File: config.mk
export PLATFORM = sky130hd
export DESIGN_NAME = div_2in_seq
export DESIGN_NICKNAME = d
export VERILOG_FILES = /design/src/rtl/div_2in_seq.sv
export SDC_FILE = /design/constraint.sdc
export NUM_CORES = 1
export LEC_CHECK = 0
export CORE_MARGIN = 10
export CORE_UTILIZATION = 25
export CTS_BUF_LIST = sky130_fd_sc_hd__clkbuf_16
export DETAILED_ROUTE_END_ITERATION = 16
export GPL_TIMING_DRIVEN = 1
export HOLD_SLACK_MARGIN = 0.15
export PLACE_DENSITY = 0.41
export SLEW_MARGIN = 20
export SYNTH_ARGS = -nofsm -noshare
export SYNTH_HDL_FRONTEND = slang
export SYNTH_SLANG_ARGS = --single-unit
File: constraint.sdc
create_clock -name clk -period 4.16 [get_ports clk]
set_input_delay 1.248 -clock clk [delete_from_list [all_inputs] [get_ports clk]]
set_output_delay 1.248 -clock clk [all_outputs]
set_load 0.02 [all_outputs]
File: src/rtl/div_2in_seq.sv
// div_2in_seq: sequential signed fixed-point divider, Out = A / B.
//
// The operands and the result share one two's-complement format with DWIDTH
// bits in total and `frac` fractional bits (Q8.24 by default). Division is
// done on magnitudes by a restoring divider that resolves one quotient bit per
// clock. The sign is applied and the result saturated in a final fix-up cycle.
//
// Ports:
//   clk          rising-edge clock
//   rst_n        asynchronous active-low reset
//   start        request, sampled only while idle (busy=0)
//   A            signed dividend, captured with start
//   B            signed divisor, captured with start
//   busy         operation in progress
//   done         one-cycle pulse, Out and div_by_zero are valid
//   Out          signed quotient, held until the next completion
//   div_by_zero  the last operation had B=0, updated with done
//
// Optional feature (macro DIV_ROUND_EN):
//   defined   - round half away from zero using the final remainder
//   undefined - truncate toward zero (default)
// Latency is the same in both builds.

module div_2in_seq #(
  parameter int unsigned DWIDTH = 32,
  parameter int unsigned frac   = 24
) (
  input  logic              clk,
  input  logic              rst_n,
  input  logic              start,
  input  logic [DWIDTH-1:0] A,
  input  logic [DWIDTH-1:0] B,
  output logic              busy,
  output logic              done,
  output logic [DWIDTH-1:0] Out,
  output logic              div_by_zero
);

  // One iteration per dividend bit: the dividend is |A| << frac.
  localparam int unsigned N    = DWIDTH + frac;
  localparam int unsigned CntW = (N > 1) ? $clog2(N) : 1;

  localparam logic [CntW-1:0]   LastCnt = CntW'(N - 1);
  localparam logic [DWIDTH-1:0] MaxOut  = {1'b0, {(DWIDTH - 1){1'b1}}};
  localparam logic [DWIDTH-1:0] MinOut  = {1'b1, {(DWIDTH - 1){1'b0}}};
  // Largest magnitudes representable for a positive / negative result.
  localparam logic [N:0]        PosLim  = (N + 1)'((64'd1 << (DWIDTH - 1)) - 64'd1);
  localparam logic [N:0]        NegLim  = (N + 1)'(64'd1 << (DWIDTH - 1));

  typedef enum logic [1:0] {
    StIdle = 2'd0,
    StCalc = 2'd1,
    StFix  = 2'd2
  } state_e;

  state_e state_q, state_d;

  // dq_q starts as the dividend; each step shifts one dividend bit out of the
  // top and one quotient bit in at the bottom, so it ends as the quotient.
  logic [N-1:0]      dq_q, dq_d;
  logic [DWIDTH:0]   rem_q, rem_d;
  logic [DWIDTH-1:0] babs_q, babs_d;
  logic [CntW-1:0]   cnt_q, cnt_d;
  logic              sign_q, sign_d;
  logic              a_neg_q, a_neg_d;
  logic              a_zero_q, a_zero_d;
  logic              b_zero_q, b_zero_d;
  logic [DWIDTH-1:0] out_q, out_d;
  logic              dbz_q, dbz_d;
  logic              done_q, done_d;

  // Capture-side helpers.
  logic [DWIDTH-1:0] a_abs;
  logic [DWIDTH-1:0] b_abs;
  logic [N-1:0]      dividend_init;

  // Iteration datapath.
  logic [DWIDTH:0]   rem_shift;
  logic [DWIDTH:0]   rem_sub;
  logic              q_bit;

  // Fix-up datapath.
  logic [N:0]        q_fix;
  logic [DWIDTH-1:0] out_fix;

  // The remainder stays below |B| after every restoring step, so its top bit
  // is never shifted out; it is only read by the rounding compare.
  logic              unused_rem_msb;
  assign unused_rem_msb = rem_q[DWIDTH];

  // Magnitudes as unsigned DWIDTH-bit values; |-2^(DWIDTH-1)| still fits.
  assign a_abs = A[DWIDTH-1] ? ('0 - A) : A;
  assign b_abs = B[DWIDTH-1] ? ('0 - B) : B;

  always_comb begin
    dividend_init                 = '0;
    dividend_init[N-1 -: DWIDTH]  = a_abs;
  end

  assign rem_shift = {rem_q[DWIDTH-1:0], dq_q[N-1]};
  assign q_bit     = (rem_shift >= {1'b0, babs_q});
  assign rem_sub   = rem_shift - {1'b0, babs_q};

  // Quotient magnitude, optionally rounded, before sign and saturation.
  always_comb begin
    q_fix = {1'b0, dq_q};
`ifdef DIV_ROUND_EN
    if ({rem_q, 1'b0} >= {2'b00, babs_q}) begin
      q_fix = q_fix + (N + 1)'(1);
    end
`endif
  end

  always_comb begin
    out_fix = '0;
    if (b_zero_q) begin
      if (a_zero_q) begin
        out_fix = '0;
      end else if (a_neg_q) begin
        out_fix = MinOut;
      end else begin
        out_fix = MaxOut;
      end
    end else if (!sign_q) begin
      out_fix = (q_fix > PosLim) ? MaxOut : q_fix[DWIDTH-1:0];
    end else begin
      // Negating exactly 2^(DWIDTH-1) yields MinOut, so no special case.
      out_fix = (q_fix > NegLim) ? MinOut : ('0 - q_fix[DWIDTH-1:0]);
    end
  end

  always_comb begin
    state_d  = state_q;
    dq_d     = dq_q;
    rem_d    = rem_q;
    babs_d   = babs_q;
    cnt_d    = cnt_q;
    sign_d   = sign_q;
    a_neg_d  = a_neg_q;
    a_zero_d = a_zero_q;
    b_zero_d = b_zero_q;
    out_d    = out_q;
    dbz_d    = dbz_q;
    done_d   = 1'b0;

    case (state_q)
      StIdle: begin
        if (start) begin
          sign_d   = A[DWIDTH-1] ^ B[DWIDTH-1];
          a_neg_d  = A[DWIDTH-1];
          a_zero_d = (A == '0);
          b_zero_d = (B == '0);
          babs_d   = b_abs;
          dq_d     = dividend_init;
          rem_d    = '0;
          cnt_d    = '0;
          // A zero divisor skips the iterations; the fix-up cycle picks the
          // saturated result from the dividend sign.
          state_d  = (B == '0) ? StFix : StCalc;
        end
      end

      StCalc: begin
        rem_d = q_bit ? rem_sub : rem_shift;
        dq_d  = {dq_q[N-2:0], q_bit};
        cnt_d = cnt_q + CntW'(1);
        if (cnt_q == LastCnt) begin
          state_d = StFix;
        end
      end

      StFix: begin
        out_d   = out_fix;
        dbz_d   = b_zero_q;
        done_d  = 1'b1;
        state_d = StIdle;
      end

      default: begin
        state_d = StIdle;
      end
    endcase
  end

  always_ff @(posedge clk or negedge rst_n) begin
    if (!rst_n) begin
      state_q  <= StIdle;
      dq_q     <= '0;
      rem_q    <= '0;
      babs_q   <= '0;
      cnt_q    <= '0;
      sign_q   <= 1'b0;
      a_neg_q  <= 1'b0;
      a_zero_q <= 1'b0;
      b_zero_q <= 1'b0;
      out_q    <= '0;
      dbz_q    <= 1'b0;
      done_q   <= 1'b0;
    end else begin
      state_q  <= state_d;
      dq_q     <= dq_d;
      rem_q    <= rem_d;
      babs_q   <= babs_d;
      cnt_q    <= cnt_d;
      sign_q   <= sign_d;
      a_neg_q  <= a_neg_d;
      a_zero_q <= a_zero_d;
      b_zero_q <= b_zero_d;
      out_q    <= out_d;
      dbz_q    <= dbz_d;
      done_q   <= done_d;
    end
  end

  // busy drops in the first idle cycle, together with the done pulse.
  assign busy        = (state_q != StIdle);
  assign done        = done_q;
  assign Out         = out_q;
  assign div_by_zero = dbz_q;

endmodule
==> results.yml, run 1 <==
timing:
  worst_pin_slew_ps: 838.3
  fmax_ghz: 0.2603
  finalSetupViolCount: 0
  clock_skew_ps: 11.24
  slew_violations: 0
  final.setup.tns_ps: 0
  slew_headroom_pct: 44.12
  min_period_ps: 3842
  rsz0062_at_grt: "no"
  fin_crit_sh_pct: 92.36
  finalHoldViolCount: 0
synth:
  ys_warn_count: 0
  yosysSeqAreaShare_pct: 38.32
  syn_nets: 1401
  avgSynthCellArea_um2: 8.357
  synthCells: 1297
  synth_seq_cells: 166
  ys.flop_type: "dfrtp_1"
  syn-cell-area_um2: 10840
  yosysUniqueCellTypes: 69
  synth_edf_count: 0
  synth-async-reset-ratio_pct: 100.0
clock_tree:
  cts_resized: 0
  clk_pin_slew_worst_paths_ps: 70
  cts_hold_buf: 0
  cts_tree: "built"
  clock_latency_ps: 460
  h-tree-depth: 4
  post_cts_buffers: 0
  numClockSinks: 166
  cts_buffer_depth: 2
  cts_buffers: 17
  root_buffer: "clkbuf_16"
detailed_routing:
  viasPerCell: 4.901
  routed_wl_um: 33010
  drc: 0
  dr_total_vias: 9723
  drt_iter0_drc: 532
  antenna_left: 0
  drt-pass1-iter-count: 5
  wl_per_cell_um: 16.64
setup_path:
  required_ps: 4480
  crit_fanout: 4
  critPathArrivalTime_ps: 4160
  end_kind: "flip-flop"
  worstSetupPathType: "in -> reg"
  crit_chain: "clkdlybuf4s50_1 > or4_4 > nor3_4 > or4b_4 > or3_4 > or4_4 > o41ai_4 > xor2_1 > o21ai_1"
  critPathLaunchType: "input port"
  slowest_stage: "or4_4"
  slowest_delay_ps: 560
  crit_top_cell: "or4_4"
cells_and_area:
  final_common_cell: "dfrtp_1"
  syn_to_final_growth_pct: 22.92
  drive_above_1_share_pct: 7.434
  layout_common_cells: "dfrtp_1, nand2_1, o21ai_0"
  finalNonFillerCells: 1984
  n_fill_cell: 4654
  final_nets: 1490
  diodes: 0
floorplan:
  dieArea_um2: 52080
  die_w_um: 228.2
  coreArea_um2: 42980
  start_util_pct: 25.22
  row_count: 76
  ios: 102
  die_y_um: 228.2
global_routing:
  grt_overflow_total: 0
  first_global_vias: 9853
  grt_first_pass_wirelength_um: 54410
  grt_max_degree: 75
  grtUsageTotal_pct: 12.65
  antenna_found_initial: 0
pwr:
  ir_drop_v: 0.0003827
  p_leak_uw: 0.005512
  power_density_nw_per_um2: 777.0
place:
  portBuffers: 101
  place_inst: 1952
  dp_hpwl_um: 24020
  gp_congestion: 0.8189
flow_run:
  maxCapViolCount: 0
outcome:
  outcome: "complete, no violations"
worst_hold_path:
  hold_class: "reg -> reg"
-- registers in the layout, indices dropped and copies added, names as in the netlist --
name and cells:
div_by_zero 1, babs_q 32, a_zero_q 1, sign_q 1, done 1, rem_q 32
a_neg_q 1, b_zero_q 1, dq_q 56, Out 32, state_q 2, cnt_q 6
-- path summary, 6_finish.rpt --
| kind | cells past startpoint | end | slack [ps] | startpoint |
|---|---|---|---|---|
| worst min register to register | 2 | babs_q[16] | 480 | babs_q[16] |
| max in group asynchronous | 2 | babs_q[30] | 2560 | rst_n |
| worst max-delay path | 9 | babs_q[27] | 320 | B[6] |
| worst min-delay path | 2 | babs_q[16] | 480 | babs_q[16] |
| min in group asynchronous | 1 | Out[9] | 860 | rst_n |
| worst max register to register | 11 | Out[13] | 670 | dq_q[0] |
-- where the power goes --
part / switching [uW] / internal [uW]
logic: 3300 / 2420
clock network: 764 / 901
registers: 665 / 2300
-- cells by family (layout without fill, tap and decap cells) --
logic type      Yosys count  after routing  synth area share (%)
flops                   166            166                 38.32
fa+ha+maj                37             37                 4.340
xor+xnor                 86             86                 6.949
compound gates          417            417                 23.83
buf+inv                 130            232                 4.548
mux                      29             29                 2.690
simple gates            432            432                 19.32
-- final cells by class --
| class | instances | area (um2) | area share [%] |
|---|---|---|---|
| inverter | 53 | 198.9 | 1.493 |
| tap | 585 | 732.0 | 5.493 |
| multi-input combinational | 1001 | 6238 | 46.82 |
| sequential | 166 | 4154 | 31.18 |
| clock buffer | 17 | 425.4 | 3.193 |
| clock inverter | 15 | 167.7 | 1.258 |
| timing repair buffer | 147 | 1408 | 10.56 |
-- worst max-delay path, delay by kind of cell --
family,cells,cell delay (ps)
compound gates,2,300
simple gates,5,2030
buf+inv,1,420
xor+xnor,1,170
-- metrics by stage --
stage | util, % | total power (uW) | area [um2] | hold WS [ps] | setup slack, ps
finish | 31.00 | 10350 | 13320 | 482.8 | 318.0
floorplan | - | 7096 | 10840 | 447.7 | 326.0
global route | 31.00 | 11370 | 13320 | 514.0 | 130.8
detailed placement | 29.62 | 8737 | 12730 | 474.3 | -186.2
CTS | 31.00 | 10460 | 13320 | 489.9 | 297.5
global placement | 29.62 | 8699 | 12730 | 464.0 | -199.3
-- synth_stat cells (26+ instances only) --
cell,count,share of area [%]
a21oi_1,76,3.5
a22oi_1,30,2.1
clkbuf_1,64,2.2
dfrtp_1,166,38
ha_1,36,4.2
inv_1,53,1.8
mux2i_1,28,2.6
nand2_1,166,5.7
nand3_1,37,1.7
nor2_1,83,2.9
nor3_1,26,1.2
o21ai_0,157,7.2
xor2_1,67,5.4
-- per-layer routing --
metal / GRT usage [%] / vias to the layer above / routed length, um
li1: - / 4891 / -
met1: 17.07 / 4661 / 16520
met2: 20.42 / 145 / 15080
met3: 2.048 / 26 / 904
met4: 3.687 / 0 / 504
met5: 0 / - / 0
Note: power is estimated with default switching activity, not from simulation.
==> inputs of run 2 (changes only) <==
--- a/config.mk
+++ b/config.mk
@@ -6,12 +6,12 @@
 export NUM_CORES = 1
 export LEC_CHECK = 0
 export CORE_MARGIN = 10
-export CORE_UTILIZATION = 25
+export CORE_UTILIZATION = 35
 export CTS_BUF_LIST = sky130_fd_sc_hd__clkbuf_16
 export DETAILED_ROUTE_END_ITERATION = 16
 export GPL_TIMING_DRIVEN = 1
 export HOLD_SLACK_MARGIN = 0.15
-export PLACE_DENSITY = 0.41
+export PLACE_DENSITY = 0.53
 export SLEW_MARGIN = 20
 export SYNTH_ARGS = -nofsm -noshare
 export SYNTH_HDL_FRONTEND = slang
==> constraint.sdc (replaced) <==
create_clock -name clk -period 4.16 [get_ports clk]
set_input_delay 0.832 -clock clk [delete_from_list [all_inputs] [get_ports clk]]
set_output_delay 0.832 -clock clk [all_outputs]
set_load 0.02 [all_outputs]
==> run 2 against run 1 <==
Against the previous run: die area down 26%; critical path depth unchanged; maximum frequency up 8.3%; first-iteration DRC count up 42%; clock skew up 2.6 ps; clock power down 7%; global-route usage up 2.5 points; wire length down 10%.
==> results.yml, run 2 (synthesis results as in run 1) <==
cells_and_area:
  final_common_cell: "dfrtp_1"
  diodes: 0
  n_fill_cell: 3109
  syn_to_final_growth_pct: 18.83
  fin_area_um2: 12880
  final_nets: 1469
  regMostFlops: "dq_q"
  layout_common_cells: "dfrtp_1, nand2_1, o21ai_0"
  drive_above_1_share_pct: 5.878
  finalNonFillerCells: 1774
  multiInputGateArea_um2: 6237
  seqCellArea_um2: 4154
  largest_register_ffs: 56
clock_tree:
  cts_tree: "built"
  post_cts_buffers: 0
  cts_resized: 0
  cts_buffer_depth: 2
  clock_latency_ps: 430
  numClockSinks: 166
  cts_hold_buf: 0
  h-tree-depth: 4
  cts_buffers: 17
  root_buffer: "clkbuf_16"
  clk_pin_slew_worst_paths_ps: 70
detailed_routing:
  antenna_left: 0
  drc: 0
  viasPerCell: 5.422
  routed_wl_um: 29650
  dr_total_vias: 9618
  drt-pass1-iter-count: 5
  wl_per_cell_um: 16.71
  drt_iter0_drc: 753
timing:
  min_period_ps: 3546
  finalHoldViolCount: 0
  slew_violations: 0
  rsz0062_at_grt: "no"
  fmax_ghz: 0.2820
  clock_skew_ps: 13.86
  worst_pin_slew_ps: 1012
  final.setup.tns_ps: 0
  fin_crit_sh_pct: 85.25
  finalSetupViolCount: 0
  slew_headroom_pct: 32.51
setup_path:
  crit_chain: "clkdlybuf4s50_1 > nor4_2 > nand3_1 > or4b_4 > or3_4 > or4_4 > o41ai_4 > xor2_1 > o21ai_1"
  end_kind: "flip-flop"
  critPathLaunchType: "input port"
  critPathArrivalTime_ps: 3820
  cp_num_buf_inv: 1
  regToRegSetupSlack_ps: 670
  slowest_stage: "or4b_4"
  crit_fanout: 5
  slowest_delay_ps: 570
  critPathTopFamily: "simple AND/OR/NAND/NOR gates"
  worstSetupPathType: "in -> reg"
  required_ps: 4440
pwr:
  pwr-share-seq_pct: 29.3
  ir_drop_v: 0.0003366
  p_int_uw: 5538
  p_leak_uw: 0.005397
  p_sw_uw: 4583
  comb_power_share_pct: 55.4
  clkPwrFrac_pct: 15.3
  swShare_pct: 45.28
  power_density_nw_per_um2: 785.8
floorplan:
  coreArea_um2: 30590
  dieArea_um2: 38410
  die_y_um: 196.0
  die_w_um: 196.0
  ios: 102
  start_util_pct: 35.43
  row_count: 64
worst_hold_path:
  hold_class: "reg -> reg"
global_routing:
  grt_overflow_total: 0
  grt_max_degree: 96
  grtUsageTotal_pct: 15.15
  first_global_vias: 9361
  antenna_found_initial: 0
  grt_first_pass_wirelength_um: 49120
flow_run:
  maxCapViolCount: 0
place:
  dp_hpwl_um: 21640
  place_inst: 1742
  portBuffers: 101
  gp_congestion: 0.8756
  placed_area_um2: 12310
outcome:
  outcome: "complete, no violations"
==> run 2: changes by cell type in the layout (fill, tap and decap cells not counted), moves of 3 or more <==
cell,change
buf_4,-19
clkinv_2,-3
clkinv_4,+3
inv_8,-3
==> run 2: metal layers <==
metal	vias up	global-route usage (%)	wire (um)
met1	4583	21.31	14800
li1	4841	-	-
met4	0	3.394	327
met3	19	2.506	1094
met5	-	0	0
met2	175	23.78	13420
==> run 2: tightest hold or removal path, stage by stage, from the launching register on <==
cell and delay, ps:
dfrtp_1 340, nand2_1 40, o21ai_0 50
==> run 2: power groups by stage <==
stage | sequential, uW | combinational (uW) | clock, uW
5_1_grt | 3070 | 6360 | 1670
6_report | 2960 | 5610 | 1550
2_1_floorplan | 2760 | 4330 | 0
4_1_cts | 2960 | 5630 | 1600
3_3_place_gp | 2970 | 5550 | 0
3_5_place_dp | 2980 | 5600 | 0
==> run 2: metrics by stage <==
stage / total power, uW / setup WS (ps) / util, % / hold WS [ps]
after global placement: 8516 / 219.1 / 40.24 / 463.4
after detailed placement: 8582 / 174.5 / 40.24 / 472.0
after CTS: 10190 / 626.0 / 42.12 / 487.7
after global routing: 11100 / 366.9 / 42.11 / 500.6
final: 10120 / 613.8 / 42.11 / 477.1
after floorplan: 7096 / 742.0 / - / 447.7
==> run 2: final timing paths <==
check | start | end | depth (start not counted)
max in group asynchronous | rst_n | dq_q[23] | 2
hold / removal | babs_q[24] | babs_q[24] | 2
min in group asynchronous | rst_n | Out[5] | 1
setup / recovery | B[2] | babs_q[27] | 9
hold reg to reg | babs_q[24] | babs_q[24] | 2
setup reg to reg | dq_q[0] | Out[13] | 11
==> run 2: layout make-up <==
type                       instances  share of cell area [%]
clock inverter                    15                   1.156
clock buffer                      17                   3.303
sequential                       166                   32.25
timing repair buffer             126                   9.472
inverter                          53                   1.545
tap                              396                   3.847
multi-input combinational       1001                   48.43
